`config.mk`:
```
export PLATFORM = sky130hd
export DESIGN_NAME = gemm_act_skewer
export DESIGN_NICKNAME = d
export VERILOG_FILES = /design/src/rtl/gemm_act_skewer.sv
export SDC_FILE = /design/constraint.sdc
export NUM_CORES = 2
export LEC_CHECK = 0
export ABC_AREA = 1
export BUFFER_PORTS_ARGS = -buffer_cell sky130_fd_sc_hd__buf_2
export CAP_MARGIN = 20
export CORE_ASPECT_RATIO = 1.2
export CORE_MARGIN = 1
export CORE_UTILIZATION = 33
export DETAILED_ROUTE_END_ITERATION = 8
export GPL_ROUTABILITY_DRIVEN = 0
export PLACE_DENSITY = 0.44
export SETUP_SLACK_MARGIN = 0.02
export SYNTH_ARGS = -nofsm -noshare
export SYNTH_HDL_FRONTEND = slang
export SYNTH_SLANG_ARGS = --single-unit
```
`constraint.sdc`:
```
create_clock -name clk -period 5.5 [get_ports clk]
set_input_delay 1.1 -clock clk [delete_from_list [all_inputs] [get_ports clk]]
set_output_delay 1.1 -clock clk [all_outputs]
set_load 0.01 [all_outputs]
```
`src/rtl/gemm_act_skewer.sv`:
```
`default_nettype none
// ============================================================================
// Module   : gemm_act_skewer
// Brief    : Activation feeder for the weight-stationary systolic array.
//            Takes one unskewed ARRAY_SIZE-wide vector per accepted beat.
//            Emits it diagonally skewed, with lane c delayed c advances.
//            After the last vector it flushes the skew chains with zeros,
//            then pulses done.
// Optional : ACT_SKEW_STALL_CNT_EN adds the 16-bit stall_cycles output. It
//            counts FEED cycles with in_valid low and saturates at 0xFFFF.
// Revision : 1.0 - initial release
// ============================================================================
module gemm_act_skewer #(
  parameter int DATA_WIDTH  = 8,
  parameter int ARRAY_SIZE  = 16,
  parameter int MAX_VECTORS = 256
) (
  input  logic                                 clk,
  input  logic                                 rst_n,
  input  logic                                 start,
  input  logic [$clog2(MAX_VECTORS+1)-1:0]     num_vectors,
  input  logic [ARRAY_SIZE*DATA_WIDTH-1:0]     in_data,
  input  logic                                 in_valid,
  output logic                                 in_ready,
  output logic [ARRAY_SIZE*DATA_WIDTH-1:0]     act_out,
  output logic                                 act_valid,
  output logic                                 act_last,
  output logic                                 busy,
  output logic                                 done
`ifdef ACT_SKEW_STALL_CNT_EN
  ,
  output logic [15:0]                          stall_cycles
`endif
);

  localparam int CNT_W = $clog2(MAX_VECTORS + 1);
  // The drain counter holds ARRAY_SIZE-2, so ARRAY_SIZE >= 2 always gives at least 1 bit.
  localparam int DRN_W = $clog2(ARRAY_SIZE);
  localparam logic [DRN_W-1:0] c_drain_init = DRN_W'(ARRAY_SIZE - 2);

  typedef enum logic [1:0] {
    S_IDLE  = 2'd0,
    S_FEED  = 2'd1,
    S_DRAIN = 2'd2,
    S_DONE  = 2'd3
  } state_t;

  state_t           r_state;
  state_t           w_state_nxt;
  logic             w_advance;
  logic             w_start_ok;
  logic [CNT_W-1:0] r_num;
  logic [CNT_W-1:0] r_cnt;
  logic [CNT_W-1:0] w_cnt_inc;
  logic [DRN_W-1:0] r_drain;
  logic             r_act_valid;
  logic             r_act_last;
  logic             r_done;

  // A job can start only from IDLE. Starts in every other state are ignored.
  assign w_start_ok = (r_state == S_IDLE) && start;
  assign w_cnt_inc  = r_cnt + CNT_W'(1);

  // State register
  always_ff @(posedge clk or negedge rst_n) begin
    if (!rst_n) r_state <= S_IDLE;
    else        r_state <= w_state_nxt;
  end

  // Next-state decode, plus the state-only handshake and advance strobes
  always_comb begin
    w_state_nxt = r_state;
    in_ready    = 1'b0;
    w_advance   = 1'b0;
    case (r_state)
      S_IDLE: begin
        if (start) w_state_nxt = (num_vectors != '0) ? S_FEED : S_DONE;
      end
      S_FEED: begin
        in_ready  = 1'b1;
        w_advance = in_valid;
        if (in_valid && (w_cnt_inc == r_num)) w_state_nxt = S_DRAIN;
      end
      S_DRAIN: begin
        w_advance = 1'b1;
        if (r_drain == '0) w_state_nxt = S_DONE;
      end
      S_DONE: begin
        w_state_nxt = S_IDLE;
      end
      default: w_state_nxt = S_IDLE;
    endcase
  end

  // Job length latch, accepted-vector counter and drain down-counter
  always_ff @(posedge clk or negedge rst_n) begin
    if (!rst_n) begin
      r_num   <= '0;
      r_cnt   <= '0;
      r_drain <= '0;
    end else begin
      if (w_start_ok) begin
        r_num <= num_vectors;
        r_cnt <= '0;
      end else if ((r_state == S_FEED) && w_advance) begin
        r_cnt <= w_cnt_inc;
      end
      if ((r_state == S_FEED) && (w_state_nxt == S_DRAIN)) begin
        r_drain <= c_drain_init;
      end else if ((r_state == S_DRAIN) && (r_drain != '0)) begin
        r_drain <= r_drain - DRN_W'(1);
      end
    end
  end

  // Output strobes are registered so they line up with the chain tails
  always_ff @(posedge clk or negedge rst_n) begin
    if (!rst_n) begin
      r_act_valid <= 1'b0;
      r_act_last  <= 1'b0;
      r_done      <= 1'b0;
    end else begin
      r_act_valid <= w_advance;
      r_act_last  <= (r_state == S_DRAIN) && (r_drain == '0);
      r_done      <= (r_state == S_DONE);
    end
  end

  assign act_valid = r_act_valid;
  assign act_last  = r_act_last;
  assign done      = r_done;
  assign busy      = (r_state != S_IDLE);

  // Lane c is a chain of c+1 registers, so element c of vector k
  // reaches the tail after advance k+c.
  for (genvar c = 0; c < ARRAY_SIZE; c++) begin : g_lane
    logic [DATA_WIDTH-1:0] r_stage [0:c];
    logic [DATA_WIDTH-1:0] w_lane_in;

    // DRAIN pushes zeros into the chain head.
    assign w_lane_in = (r_state == S_FEED) ? in_data[c*DATA_WIDTH +: DATA_WIDTH]
                                           : '0;

    // Shift on advance and hold on bubbles. Clear on an accepted start.
    always_ff @(posedge clk or negedge rst_n) begin
      if (!rst_n) begin
        for (int s = 0; s <= c; s++) r_stage[s] <= '0;
      end else if (w_start_ok) begin
        for (int s = 0; s <= c; s++) r_stage[s] <= '0;
      end else if (w_advance) begin
        r_stage[0] <= w_lane_in;
        for (int s = 1; s <= c; s++) r_stage[s] <= r_stage[s-1];
      end
    end

    assign act_out[c*DATA_WIDTH +: DATA_WIDTH] = r_stage[c];
  end

`ifdef ACT_SKEW_STALL_CNT_EN
  logic [15:0] r_stall;

  // Count starved FEED cycles. The count saturates, and it holds after the job ends.
  always_ff @(posedge clk or negedge rst_n) begin
    if (!rst_n) begin
      r_stall <= '0;
    end else if (w_start_ok) begin
      r_stall <= '0;
    end else if ((r_state == S_FEED) && !in_valid && (r_stall != 16'hFFFF)) begin
      r_stall <= r_stall + 16'd1;
    end
  end

  assign stall_cycles = r_stall;
`endif

endmodule
`default_nettype wire

```
==> run_results.csv <==
group,metric,value,unit
timing,drv_slew,0,
clock_network,cts_sinks,1115,
synth,synth.avg_cell_area,9.58,sq um
die,start_util,33.3,%
die,ios,274,
critical_path,required,6.15,ns
layout,synthToLayoutAreaGrowth,12.6,%
flow_run,drv_cap,0,
drt,wirelength,105000,um
clock_network,clk_pin_slew,0.06,ns
layout,layout_commonest_cell,"dfrtp_1",
die,dieArea,0.141,sq mm
critical_path,path_depth,9,
timing,fin_skew,0.0303,ns
critical_path,crit_path_end,"g_lane[8].r_stage[32]",
drt,ant_nets,0,
die,die_w,342,um
synth,netlist_area,0.0459,sq mm
clock_network,post_cts_resized,0,
global_routing,grt_overflow,0,
placed_design,dp_hpwl,57900,um
critical_path,criticalPathCategory,"register to register",
critical_path,ff2ff_setup_slack,2.09,ns
clock_network,cts_hold_buf,0,
critical_path,path_buf_inv,4,
critical_path,reg2regPathDepth,9,
clock_network,cts_root_buffer,"clkbuf_16",
timing,hold_viol_final,0,
pwr,seq_power_share,40.1,%
pwr,net-switching-power,9.21,mW
global_routing,antenna_found_initial,8,
critical_path,worst-endpoint-arrival,4.06,ns
critical_path,r2r-end,"g_lane[8].r_stage[32]",
pwr,p_leak,22.1,nW
synth,yosys.cell_types.count,29,
synth,ys_seq_area_share,60.8,%
clock_network,cts_tree,"built",
timing,worst_slack,2.09,ns
synth,ys_seq_elements,1115,
timing,final.setup.tns,0,ns
clock_network,htree_levels,3,
placed_design,dp_slack,1.91,ns
layout,fin_nets,4827,
global_routing,grt_max_degree,236,
synth,syn-instance-count,4792,
pwr,switching_share,37.1,%
timing,period_share,62.0,%
timing,max_slew.worst_pin.slew,0.985,ns
pwr,p_int,15.6,mW
pwr,ir_worst_vdd,0.543,mV
status,status,"finished, violations left",
timing,period_needed,3.41,ns
drt,vias,32161,
global_routing,grt_pass1_wl,175000,um
layout,drive_gt1_share,11.2,%
critical_path,r2r_start,"r_state[0]",
pwr,p_per_area,480,mW/mm^2
synth,yosysWarnings,0,
pwr,power_frac_clock,32.9,%
die,core_area,0.138,sq mm
timing,rsz0062_at_grt,"false",
critical_path,crit_start,"r_state[0]",
clock_network,cts_made_buffers,120,
drt,drtPass1Iterations,9,
critical_path,path_max_fanout,210,
timing,setup_violations,0,
placed_design,portBuffers,273,
critical_path,cp-end-kind,"register",
layout,multi_input_area,0.0146,sq mm
drt,routedWlPerCell,16.0,um
status,violations,"DRC",
layout,nFillCells,14047,
clock_network,cts_setup_buffers,0,
critical_path,critPathTopFamily,"buffers and inverters",
clock_network,clock_latency,0.74,ns
global_routing,grt_pass1_vias,31275,
drt,vias_per_cell,4.88,
layout,ff_latch_area,0.0279,sq mm
critical_path,worstSetupStartpointType,"register",
layout,layout_common_cells,"dfrtp_1 (1,115), nand3_1 (979), nand2_1 (803)",
critical_path,cp_slowest_cell,"buf_4",
timing,relSlewSlack,34.3,%
clock_network,cts_buffer_depth,3,
synth,syn_nets,4940,
pwr,combPwrFrac,27.0,%
die,num_rows,149,
hold_path,min_path_type,"input pin to async pin",
timing,fmax,293,MHz
critical_path,worstPathCellList,"inv_1 -> ha_1 -> inv_1 -> o21ai_1 -> nand2_8 -> buf_12 -> buf_4 -> nand3_1 -> o21ai_1",
global_routing,grt_usage,15.0,%
drt,drtIter0Drc,2916,
drt,drc,54,
die,dieHeight,411,um
critical_path,slowest_delay,0.67,ns
==> stage by stage <==
| stage | hold slack (ns) | utilization (%) | power, mW | cells | area (sq um) |
|---|---|---|---|---|---|
| floorplan | 0.453 | - | 15.2 | 4792 | 45900 |
| global placement | 0.481 | 34.6 | 16.9 | 6369 | 47600 |
| detailed placement | 0.480 | 34.6 | 16.9 | 6369 | 47600 |
| CTS | 0.416 | 37.5 | 25.3 | 6592 | 51700 |
| global route | 0.453 | 37.5 | 26.5 | 6592 | 51700 |
| finish | 0.437 | 37.5 | 24.8 | 6594 | 51700 |
==> how the worst min path moves through the flow <==
| stage | endpoint | slack (ns) | startpoint | cells after the start |
|---|---|---|---|---|
| 5_1_grt | g_lane[11].r_stage[47] | 0.45 | rst_n | 1 |
| 3_3_place_gp | r_num[6] | 0.48 | r_num[6] | 2 |
| 4_1_cts | g_lane[11].r_stage[47] | 0.42 | rst_n | 1 |
| 2_1_floorplan | r_num[6] | 0.45 | r_num[6] | 2 |
| 6_report | g_lane[11].r_stage[47] | 0.44 | rst_n | 1 |
| 3_5_place_dp | r_num[6] | 0.48 | r_num[6] | 2 |
==> flip-flops by register name, summed over array words and instances (netlist names) <==
signal / cells
r_drain: 4
r_state: 2
act_valid: 1
r_cnt: 9
act_out: 120
done: 1
r_num: 9
g_lane.r_stage: 968
act_last: 1
==> power by group through the flow <==
stage / Sequential (mW) / Clock (mW) / Combinational, mW
2_1_floorplan: 9.94 / 0 / 5.28
3_3_place_gp: 10.1 / 0 / 6.82
3_5_place_dp: 10.1 / 0 / 6.83
4_1_cts: 9.94 / 8.52 / 6.86
5_1_grt: 10.1 / 8.81 / 7.60
6_report: 9.94 / 8.17 / 6.69
==> cell usage after synthesis <==
master       n  area, sq um
nor4_1       1         6.26
xnor2_1      1         8.76
nor2_2       1         6.26
buf_2      134          671
nand2_1    805         3020
o31ai_1    113          848
o21ai_2      1         8.76
buf_1       27          101
a22oi_1      1         7.51
dfrtp_1   1115        27900
a32o_1     102         1020
nand4_1      1         6.26
or2_2        1         6.26
nand3b_1     2         15.0
o22ai_1      6         37.5
o221ai_1     1         8.76
o21ai_1    531         2660
buf_4      128          961
nor2_1      15         56.3
o21ai_0    359         1800
a21oi_1      3         15.0
nand3_1    979         4900
clkbuf_1   279         1050
xor2_1       1         8.76
inv_2        2         7.51
buf_6        3         33.8
nand2_2      1         6.26
ha_1         7         87.6
inv_1      172          646
==> cell type report <==
type	count	share of cell area (%)
Antenna cell	2	0.00969
Clock inverter	32	0.676
Clock buffer	191	7.09
Inverter	174	1.28
Timing Repair Buffer	336	4.35
Sequential cell	1115	54.0
Multi-Input combinational cell	2932	28.2
Tap cell	1812	4.39
==> routing by layer <==
metal,vias to the layer above,track usage (%),share of wire (%)
li1,16109,-,-
met1,15455,22.1,50
met2,444,22.1,43
met3,145,3.13,5.6
met4,8,4.26,1.9
met5,-,0,0.050
==> logic make-up after synthesis <==
group                    count (synthesis)  synth area share (%)
adder cells (fa/ha/maj)                  7                 0.191
XOR/XNOR                                 2                0.0382
flip-flops                            1115                  60.8
AND/OR/NAND/NOR                       1806                  17.5
AO/OA/AOI/OAI                         1117                  13.9
buffers and inverters                  745                  7.55
Note: power is estimated with default switching activity, not from simulation.
